`src/rtl/lut_interp_activation.sv`:
```
// rtl/lut_interp_activation.sv - two-stage LUT-interpolating activation with valid/ready handshakes
module lut_interp_activation #(
    parameter int IN_WIDTH   = 8,
    parameter int ADDR_WIDTH = 4,
    parameter int FRAC_WIDTH = 4,
    parameter int DATA_WIDTH = 8
) (
    input  logic                  clk,
    input  logic                  rst,
    input  logic                  in_valid,
    output logic                  in_ready,
    input  logic [IN_WIDTH-1:0]   in_data,
    output logic [ADDR_WIDTH-1:0] lut_address,
    input  logic [DATA_WIDTH-1:0] lut_base,
    input  logic [DATA_WIDTH-1:0] lut_next,
    output logic                  out_valid,
    input  logic                  out_ready,
    output logic [DATA_WIDTH-1:0] out_data
);

    localparam int PROD_WIDTH = DATA_WIDTH + 1 + FRAC_WIDTH;

    logic                         r_s1_valid;
    logic [IN_WIDTH-1:0]          r_s1_x;
    logic                         r_out_valid;
    logic [DATA_WIDTH-1:0]        r_out_data;

    logic                         w_advance;
    logic                         w_accept;
    logic [FRAC_WIDTH-1:0]        w_frac;
    logic signed [DATA_WIDTH:0]   w_diff;
    logic signed [PROD_WIDTH-1:0] w_diff_ext;
    logic signed [PROD_WIDTH-1:0] w_frac_ext;
    logic signed [PROD_WIDTH-1:0] w_prod;
    logic [DATA_WIDTH-1:0]        w_y;

    assign w_advance   = !r_out_valid || out_ready;
    assign in_ready    = !r_s1_valid || w_advance;
    assign w_accept    = in_valid && in_ready;

    assign lut_address = r_s1_x[IN_WIDTH-1 -: ADDR_WIDTH];
    assign w_frac      = r_s1_x[FRAC_WIDTH-1:0];

    // Interpolation result always lies between base and next, so the
    // truncation back to DATA_WIDTH never wraps.
    assign w_diff      = $signed({lut_next[DATA_WIDTH-1], lut_next})
                       - $signed({lut_base[DATA_WIDTH-1], lut_base});
    assign w_diff_ext  = {{FRAC_WIDTH{w_diff[DATA_WIDTH]}}, w_diff};
    assign w_frac_ext  = {{(DATA_WIDTH + 1){1'b0}}, w_frac};
    assign w_prod      = w_diff_ext * w_frac_ext;
    assign w_y         = lut_base + DATA_WIDTH'(w_prod >>> FRAC_WIDTH);

    always_ff @(posedge clk or posedge rst) begin
        if (rst) begin
            r_s1_valid  <= 1'b0;
            r_s1_x      <= '0;
            r_out_valid <= 1'b0;
            r_out_data  <= '0;
        end else begin
            if (w_accept) begin
                r_s1_x     <= in_data;
                r_s1_valid <= 1'b1;
            end else if (w_advance) begin
                r_s1_valid <= 1'b0;
            end

            if (w_advance) begin
                r_out_valid <= r_s1_valid;
                if (r_s1_valid) begin
                    r_out_data <= w_y;
                end
            end
        end
    end

    assign out_valid = r_out_valid;
    assign out_data  = r_out_data;

endmodule

```
`config.mk`:
```
export PLATFORM = sky130hd
export DESIGN_NAME = lut_interp_activation
export DESIGN_NICKNAME = d
export VERILOG_FILES = /design/src/rtl/lut_interp_activation.sv
export SDC_FILE = /design/constraint.sdc
export NUM_CORES = 1
export LEC_CHECK = 0
export ABC_AREA = 1
export CAP_MARGIN = 40
export CORE_ASPECT_RATIO = 1.1
export CORE_UTILIZATION = 40
export DETAILED_ROUTE_END_ITERATION = 8
export GPL_ROUTABILITY_DRIVEN = 0
export PLACE_DENSITY = 0.73
export SLEW_MARGIN = 20
export SYNTH_ARGS = -nofsm -noshare
export SYNTH_HDL_FRONTEND = slang
export SYNTH_SLANG_ARGS = --single-unit
```
`constraint.sdc`:
```
create_clock -name clk -period 4.9 [get_ports clk]
set_clock_uncertainty 0.2 [all_clocks]
set_input_delay 0.735 -clock clk [delete_from_list [all_inputs] [get_ports clk]]
set_output_delay 0.735 -clock clk [all_outputs]
set_load 0.01 [all_outputs]
```
==> results of run 1 <==
-- worst reg2reg max path: cells and delay by family (launching register included) --
kind	cells	cell delay, ps
AND/OR/NAND/NOR	7	710
XOR/XNOR	2	380
flip-flops	1	420
AO/OA/AOI/OAI	5	810
buffers and inverters	6	720
adder cells (fa/ha/maj)	5	1820
-- through the flow --
step / hold slack [ps] / TNS, ps / cell area (um^2) / instances
after CTS: 280 / -2940 / 3910 / 531
final: 277 / -4920 / 4110 / 539
after global routing: 300 / -6300 / 4110 / 539
after detailed placement: 264 / -8630 / 3510 / 503
after floorplan: 281 / -1730 / 2570 / 327
after global placement: 261 / -7950 / 3510 / 503
-- cells by family (layout without fill, tap and decap cells) --
kind of cell	Yosys count	in the layout	share of synthesized area (%)
AND/OR/NAND/NOR	123	123	21.6
buffers and inverters	75	210	12.2
adder cells (fa/ha/maj)	51	51	30.7
AO/OA/AOI/OAI	35	35	8.23
XOR/XNOR	21	21	7.38
flip-flops	18	18	18.1
multiplexers	4	4	1.81
-- how the worst min path moves through the flow --
stage	from	end	slack, ps	depth (start not counted)
floorplan	r_s1_x[5]$_DFFE_PP0P_	r_s1_x[5]$_DFFE_PP0P_	280	1
global placement	out_data[7]$_DFFE_PP0P_	out_data[7]$_DFFE_PP0P_	260	2
detailed placement	out_data[7]$_DFFE_PP0P_	out_data[7]$_DFFE_PP0P_	260	2
CTS	out_data[7]$_DFFE_PP0P_	out_data[7]$_DFFE_PP0P_	280	2
global route	out_data[7]$_DFFE_PP0P_	out_data[7]$_DFFE_PP0P_	300	2
finish	out_data[7]$_DFFE_PP0P_	out_data[7]$_DFFE_PP0P_	280	2
-- cell usage after synthesis (all sizes together) --
library cell	n
a21o	1
a21oi	18
a31oi	2
and2	1
buf	6
clkinv	2
dfrtp	18
fa	17
ha	34
inv	67
mux2	4
nand2	61
nand3	16
nand4	2
nor2	37
nor3	1
nor4	1
o211ai	1
o21ai	10
o21bai	2
o31ai	1
or2	4
xnor2	5
xor2	16
-- cell type report --
class                   instances  area share (%)
clock buffers                   4            1.34
inverters                      69            6.61
multi-input cells             234            51.3
flip-flops and latches         18            11.0
well taps                      77            2.35
repair buffers                137            27.5
-- metal layers --
| layer | up-vias | routed length, um | share of wire (%) | global-route usage, % |
|---|---|---|---|---|
| li1 | 1287 | - | - | - |
| met1 | 1326 | 3120 | 34 | 26.7 |
| met2 | 152 | 4630 | 51 | 48.2 |
| met3 | 70 | 566 | 6.2 | 2.37 |
| met4 | 0 | 835 | 9.1 | 13.6 |
| met5 | - | 0 | 0 | 0 |
-- registers in the layout, indices dropped and copies added, names as in the netlist --
signal	flops
out_valid	1
r_s1_valid	1
r_s1_x	8
out_data	8
-- repair_timing --
| item | 4_1_cts | 5_1_grt |
|---|---|---|
| pin swaps | 44 | 43 |
| gates resized for setup | 59 | 35 |
| buffers inserted | 24 | 8 |
| setup endpoints to repair | 7 | 7 |
==> results.sh, run 1 <==
export IMPL_status="finished with violations"
export IMPL_violations="setup timing"
export IMPL_r2r_start="r_s1_x[2]$_DFFE_PP0P_"
export IMPL_r2r_setup_slack_ps=-260
export IMPL_cts_buffer_depth=2
export IMPL_antenna_cells=0
export IMPL_path_depth=33
export IMPL_drt_total_wl_um=9150
export IMPL_startpoint_type="input pin"
export IMPL_seq_area_um2=450
export IMPL_root_buffer="clkbuf_8"
export IMPL_critPathKind="input pin to register"
export IMPL_drv_slew=0
export IMPL_drc=0
export IMPL_fin_nets=542
export IMPL_syn_num_nets=406
export IMPL_crit_path_end_kind="register"
export IMPL_final_common_cell="buf_4"
export IMPL_required_ps=4850
export IMPL_min_path_type="register to register"
export IMPL_dpl_hpwl_um=5080
export IMPL_mostFrequentLayoutCells="93 x buf_4, 54 x inv_1, 51 x nand2_1"
export IMPL_firstDrtPassIters=4
export IMPL_max_cap_viol_count=0
export IMPL_die_area_um2=6550
export IMPL_min_period_ps=6020
export IMPL_die_height_um=84.8
export IMPL_io_pins=42
export IMPL_start_util_pct=42.4
export IMPL_cts_hold_fix_buffers=0
export IMPL_grt_ovfl_total=0
export IMPL_reg2reg_depth=25
export IMPL_synth_area_um2=2490
export IMPL_max_slew_margin_rel_pct=57.7
export IMPL_yosys_warnings=0
export IMPL_routed_via_density=5.26
export IMPL_synth_top_cell_area_share_pct=18.1
export IMPL_crit_start="lut_next[0]"
export IMPL_yosysTopAreaCell="dfrtp_1"
export IMPL_nFillCells=392
export IMPL_row_count=29
export IMPL_clkSinkCount=18
export IMPL_setup_violations=7
export IMPL_ant_nets=0
export IMPL_r2r_end="out_data[7]$_DFFE_PP0P_"
export IMPL_multi_input_area_um2=2110
export IMPL_avgSynthCellArea_um2=7.63
export IMPL_crit_path_end="out_data[7]$_DFFE_PP0P_"
export IMPL_path_clk_slew_ps=70
export IMPL_cp_top_family="adder cells"
export IMPL_cp_max_fo=4
export IMPL_fmax_mhz=166
export IMPL_io_buffer_count=41
export IMPL_dp_slack_ps=-1630
export IMPL_rsz0062_at_grt="yes"
export IMPL_ys_seq_elements=18
export IMPL_min_period_over_period_pct=123
export IMPL_coreArea_um2=5880
export IMPL_synth_area_leaders="dfrtp_1 18%, ha_1 17%, fa_1 14%"
export IMPL_cts_made_buffers=3
export IMPL_slowest_stage="fa_1"
export IMPL_first_iter_violations=168
export IMPL_layout_drive_gt1_share_pct=40.3
export IMPL_grt_pass1_wl_um=12900
export IMPL_cts_max_level=1
export IMPL_seq_area_frac_synth_pct=18.1
export IMPL_fin_util_pct=69.9
export IMPL_grtUsageTotal_pct=25.1
export IMPL_worst_slack_ps=-1120
export IMPL_vias=2835
export IMPL_clkLatencyLatePin_ps=260
export IMPL_hold_viol=0
export IMPL_die_x_um=77.3
export IMPL_cp_num_buf_inv=8
export IMPL_grt_pass1_vias=2829
export IMPL_wire_per_inst_um=17.0
export IMPL_synthCells=327
export IMPL_grt_max_degree=19
export IMPL_antenna_found_initial=0
export IMPL_worst_slew_pin_slew_ps=633
export IMPL_cts_tree="yes"
export IMPL_area_growth_synth_to_final_pct=64.7
export IMPL_cpPeakStageDelay_ps=520
export IMPL_arrival_ps=5970
export IMPL_yosysUniqueCellTypes=34
Power of run 1 is not shown: default switching activity piles up to over one toggle a cycle in this logic, so the estimate is an artifact.
==> inputs of run 2 (changes only) <==
--- a/config.mk
+++ b/config.mk
@@ -6,12 +6,14 @@
 export NUM_CORES = 1
 export LEC_CHECK = 0
 export ABC_AREA = 1
-export CAP_MARGIN = 40
+export CAP_MARGIN = 20
+export CELL_PAD_IN_SITES_DETAIL_PLACEMENT = 0
+export CELL_PAD_IN_SITES_GLOBAL_PLACEMENT = 1
 export CORE_ASPECT_RATIO = 1.1
-export CORE_UTILIZATION = 40
+export CORE_UTILIZATION = 36
 export DETAILED_ROUTE_END_ITERATION = 8
 export GPL_ROUTABILITY_DRIVEN = 0
-export PLACE_DENSITY = 0.73
+export PLACE_DENSITY = 0.86
 export SLEW_MARGIN = 20
 export SYNTH_ARGS = -nofsm -noshare
 export SYNTH_HDL_FRONTEND = slang
==> run 2 against run 1 <==
Net effect: worst hold slack improved by 6.0 ps; clock-buffer cell count did not move; the flow still finishes with violations (setup timing); critical path depth rose by 1; worst setup slack improved by 380 ps; maximum frequency rose by 6.7%; wire length fell by 25%; non-clock buffer count fell by 17; largest cell class unchanged.
==> results.sh, run 2 (synthesis gave the netlist of run 1 again) <==
export IMPL_status="finished with violations"
export IMPL_violations="setup timing"
export IMPL_drc=0
export IMPL_grt_pass1_vias=2376
export IMPL_cpPeakStageDelay_ps=500
export IMPL_min_period_over_period_pct=115
export IMPL_grt_max_degree=19
export IMPL_die_height_um=89.3
export IMPL_max_cap_viol_count=0
export IMPL_row_count=31
export IMPL_path_clk_slew_ps=70
export IMPL_cts_buffer_depth=2
export IMPL_cts_tree="yes"
export IMPL_worst_slack_ps=-744
export IMPL_first_iter_violations=119
export IMPL_die_area_um2=7260
export IMPL_io_buffer_count=41
export IMPL_worst_slew_pin_slew_ps=649
export IMPL_hold_viol=0
export IMPL_start_util_pct=37.6
export IMPL_fin_util_pct=59.9
export IMPL_slowest_stage="fa_1"
export IMPL_fmax_mhz=177
export IMPL_min_path_type="register to register"
export IMPL_grt_ovfl_total=0
export IMPL_area_growth_synth_to_final_pct=59.4
export IMPL_r2r_setup_slack_ps=60
export IMPL_hp_start="out_data[1]$_DFFE_PP0P_"
export IMPL_mostFrequentLayoutCells="76 x buf_4, 57 x inv_1, 55 x nand2_1"
export IMPL_cp_num_buf_inv=7
export IMPL_max_slew_margin_rel_pct=56.7
export IMPL_reg2reg_depth=26
export IMPL_nFillCells=542
export IMPL_coreArea_um2=6630
export IMPL_cp_top_family="adder cells"
export IMPL_antenna_cells=0
export IMPL_hold_end="out_data[1]$_DFFE_PP0P_"
export IMPL_r2r_start="r_s1_x[2]$_DFFE_PP0P_"
export IMPL_cts_made_buffers=3
export IMPL_drv_slew=0
export IMPL_drt_total_wl_um=6830
export IMPL_critPathKind="input pin to register"
export IMPL_ant_nets=0
export IMPL_crit_path_end_kind="register"
export IMPL_path_depth=34
export IMPL_final_common_cell="buf_4"
export IMPL_hold_depth=2
export IMPL_r2r_end="out_data[7]$_DFFE_PP0P_"
export IMPL_die_x_um=81.4
export IMPL_fin_nets=525
export IMPL_rsz0062_at_grt="yes"
export IMPL_required_ps=4840
export IMPL_layout_drive_gt1_share_pct=36.6
export IMPL_grt_pass1_wl_um=10300
export IMPL_wire_per_inst_um=13.0
export IMPL_grtUsageTotal_pct=18.6
export IMPL_arrival_ps=5590
export IMPL_clkSinkCount=18
export IMPL_routed_via_density=4.66
export IMPL_cts_max_level=1
export IMPL_vias=2456
export IMPL_min_period_ps=5640
export IMPL_setup_violations=6
export IMPL_antenna_found_initial=0
export IMPL_io_pins=42
export IMPL_dpl_hpwl_um=5150
export IMPL_cp_max_fo=4
export IMPL_root_buffer="clkbuf_8"
export IMPL_firstDrtPassIters=4
export IMPL_startpoint_type="input pin"
export IMPL_cpMostUsedCell="nand3_2"
export IMPL_clkLatencyLatePin_ps=250
## run 2: cell count changes in the layout (fill, tap and decap cells not counted), sizes merged
cell | before | now
clkdlybuf4s15 | 0 | 1
dlymetal6s2s | 1 | 0
buf | 100 | 83
## run 2: metrics by stage
step / hold WS (ps) / instance area, um^2 / worst slack (ps) / std cells / setup TNS (ps)
after floorplan: 281 / 2570 / -734 / 327 / -1730
after global placement: 263 / 3480 / -1530 / 504 / -8380
after detailed placement: 262 / 3480 / -1610 / 504 / -8710
after CTS: 282 / 3760 / -756 / 524 / -3060
after global routing: 308 / 3980 / -993 / 527 / -3470
final: 283 / 3980 / -744 / 527 / -2040
## run 2: area by class of cell
| cell class | instances | area [um^2] | share of cell area, % |
|---|---|---|---|
| clock buffer | 4 | 55.1 | 1.38 |
| sequential | 18 | 450 | 11.3 |
| multi-input combinational | 234 | 2090 | 52.6 |
| tap | 82 | 103 | 2.58 |
| timing repair buffer | 120 | 1000 | 25.2 |
| inverter | 69 | 272 | 6.83 |
## run 2: layer usage
layer	vias up	track usage, %	wire (um)
met4	0	4.38	193
li1	1245	-	-
met1	1147	21.4	2830
met3	14	0.918	203
met5	-	0	0
met2	50	37.1	3610
## run 2: what timing repair did
| item | CTS | global route |
|---|---|---|
| setup endpoints to repair | 7 | 7 |
| cloned | 0 | 0 |
| hold endpoints to repair | 0 | 0 |
| hold buffers | 0 | 0 |
| gates resized for setup | 48 | 37 |
| pin swaps | 30 | 32 |
| setup buffers | 16 | 5 |
## run 2: how the worst max path moves through the flow
stage                           start                       to
after floorplan           lut_next[0]  out_data[7]$_DFFE_PP0P_
after global placement    lut_next[0]  out_data[7]$_DFFE_PP0P_
after detailed placement  lut_next[0]  out_data[7]$_DFFE_PP0P_
after CTS                 lut_next[0]  out_data[7]$_DFFE_PP0P_
after global routing      lut_next[0]  out_data[7]$_DFFE_PP0P_
final                     lut_next[0]  out_data[7]$_DFFE_PP0P_
## run 2: worst reg2reg max path: stages (launching register included)
cell and delay, ps:
dfrtp_1 370, clkinv_1 290, nor2_1 200, ha_1 260, fa_1 540, inv_1 50
fa_1 510, inv_2 50, ha_4 240, nand2_1 80, o21ai_2 70, o21bai_4 180
a21o_4 220, nand3_2 50, nand2_1 60, xor2_1 140, ha_1 360, inv_2 60
nor3_2 160, nand2_1 80, nand3_2 80, xor2_2 160, inv_1 80, nand3_2 80
nand3_2 60, nand3_2 70, nand2_1 50
Power of run 2 is left out for the same reason.
==> inputs of run 3 (changes only) <==
--- a/config.mk
+++ b/config.mk
@@ -7,13 +7,11 @@
 export LEC_CHECK = 0
 export ABC_AREA = 1
 export CAP_MARGIN = 20
-export CELL_PAD_IN_SITES_DETAIL_PLACEMENT = 0
-export CELL_PAD_IN_SITES_GLOBAL_PLACEMENT = 1
 export CORE_ASPECT_RATIO = 1.1
-export CORE_UTILIZATION = 36
+export CORE_UTILIZATION = 40
 export DETAILED_ROUTE_END_ITERATION = 8
 export GPL_ROUTABILITY_DRIVEN = 0
-export PLACE_DENSITY = 0.86
+export PLACE_DENSITY_LB_ADDON = 0.1
 export SLEW_MARGIN = 20
 export SYNTH_ARGS = -nofsm -noshare
 export SYNTH_HDL_FRONTEND = slang
==> run 3 against run 2 <==
Net effect: the flow still finishes with violations (setup timing); first-iteration DRC count is 51% lower; maximum frequency fell by 2.3%; register-to-register slack worse by 50 ps; global-route usage rose by 2.9 points; flip-flop and latch count unchanged; worst hold slack lost 3.8 ps.
==> results.sh, run 3 (synthesis gave the netlist of run 1 again) <==
export IMPL_vias=2457
export IMPL_ant_nets=0
export IMPL_required_ps=4860
export IMPL_path_depth=33
export IMPL_cts_made_buffers=3
export IMPL_r2r_setup_slack_ps=10
export IMPL_first_iter_violations=58
export IMPL_cpPeakStageDelay_ps=540
export IMPL_firstDrtPassIters=4
export IMPL_crit_path_end="out_data[7]$_DFFE_PP0P_"
export IMPL_path_clk_slew_ps=70
export IMPL_cts_max_level=1
export IMPL_cts_buffer_depth=2
export IMPL_violations="setup timing"
export IMPL_worst_slack_ps=-876
export IMPL_min_path_type="register to register"
export IMPL_dp_slack_ps=-1670
export IMPL_dpl_hpwl_um=4980
export IMPL_layout_drive_gt1_share_pct=36.3
export IMPL_io_pins=42
export IMPL_die_height_um=84.8
export IMPL_die_area_um2=6550
export IMPL_max_slew_margin_rel_pct=54.3
export IMPL_arrival_ps=5740
export IMPL_worst_slew_pin_slew_ps=685
export IMPL_cp_top_family="adder cells"
export IMPL_max_cap_viol_count=0
export IMPL_min_period_ps=5780
export IMPL_fin_nets=537
export IMPL_area_growth_synth_to_final_pct=61.3
export IMPL_antenna_found_initial=0
export IMPL_min_period_over_period_pct=118
export IMPL_slowest_stage="fa_1"
export IMPL_crit_path_end_kind="register"
export IMPL_cts_tree="yes"
export IMPL_row_count=29
export IMPL_grt_pass1_wl_um=11000
export IMPL_r2r_end="out_data[7]$_DFFE_PP0P_"
export IMPL_r2r_start="r_s1_x[3]$_DFFE_PP0P_"
export IMPL_drt_total_wl_um=6650
export IMPL_fmax_mhz=173
export IMPL_status="finished with violations"
export IMPL_cp_num_buf_inv=7
export IMPL_grt_pass1_vias=2579
export IMPL_rsz0062_at_grt="yes"
export IMPL_wire_per_inst_um=12.4
export IMPL_die_x_um=77.3
export IMPL_io_buffer_count=41
export IMPL_crit_start="lut_next[0]"
export IMPL_setup_violations=6
export IMPL_antenna_cells=0
export IMPL_mostFrequentLayoutCells="86 x buf_4, 58 x inv_1, 54 x nand2_1"
export IMPL_cp_max_fo=4
export IMPL_cts_hold_fix_buffers=0
export IMPL_grtUsageTotal_pct=21.5
export IMPL_root_buffer="clkbuf_8"
export IMPL_startpoint_type="input pin"
export IMPL_grt_ovfl_total=0
export IMPL_coreArea_um2=5880
export IMPL_critPathKind="input pin to register"
export IMPL_clkSinkCount=18
export IMPL_reg2reg_depth=25
export IMPL_clkLatencyLatePin_ps=260
export IMPL_grt_max_degree=19
export IMPL_drv_slew=0
export IMPL_final_common_cell="buf_4"
export IMPL_hold_viol=0
export IMPL_drc=0
export IMPL_routed_via_density=4.60
export IMPL_start_util_pct=42.4
## run 3: cell types whose count changed in the layout (fill, tap and decap cells not counted), sizes merged
cell           change
clkbuf             -2
clkdlybuf4s15      +1
dlygate4sd2        +1
clkdlybuf4s50      +1
buf               +11
## run 3: timing repair
item	in CTS	in global routing
resized for setup	56	18
setup buffers	29	5
pin swaps	38	25
cloned	0	0
endpoints found under the setup margin	7	7
## run 3: routing by layer
layer | up-vias | track usage, % | wire length, um
li1 | 1266 | - | -
met1 | 1122 | 25.5 | 2880
met2 | 50 | 38.2 | 3300
met3 | 19 | 2.37 | 195
met4 | 0 | 11.3 | 277
met5 | - | 0 | 0
## run 3: tightest hold or removal path, cell delays in order, from the launching register on
cell and delay [ps]:
dfrtp_1 350, nand2_1 50, nand2_1 50
## run 3: metrics by stage
step	instances	instance area [um^2]	utilization (%)	TNS [ps]	hold WS, ps
after floorplan	327	2570	-	-1730	281
after global placement	496	3460	58.8	-7920	255
after detailed placement	496	3460	58.8	-8340	259
after CTS	529	3900	66.3	-2990	286
after global routing	534	4020	68.4	-4360	316
final	534	4020	68.4	-3090	279
## run 3: cell type report
class,count,area (um^2)
Clock buffer,4,55.1
Fill cell,466,1860
Inverter,69,272
Multi-Input combinational cell,234,2040
Sequential cell,18,450
Tap cell,77,96.3
Timing Repair Buffer,132,1110
## run 3: worst min-delay path by stage
stage / end / slack [ps] / start / depth (start not counted)
floorplan: r_s1_x[5]$_DFFE_PP0P_ / 280 / r_s1_x[5]$_DFFE_PP0P_ / 1
global placement: out_data[7]$_DFFE_PP0P_ / 260 / out_data[7]$_DFFE_PP0P_ / 2
detailed placement: out_data[7]$_DFFE_PP0P_ / 260 / out_data[7]$_DFFE_PP0P_ / 2
CTS: out_data[7]$_DFFE_PP0P_ / 290 / out_data[7]$_DFFE_PP0P_ / 2
global route: out_data[3]$_DFFE_PP0P_ / 320 / out_data[3]$_DFFE_PP0P_ / 2
finish: out_data[7]$_DFFE_PP0P_ / 280 / out_data[7]$_DFFE_PP0P_ / 2
Power of run 3 is left out for the same reason.
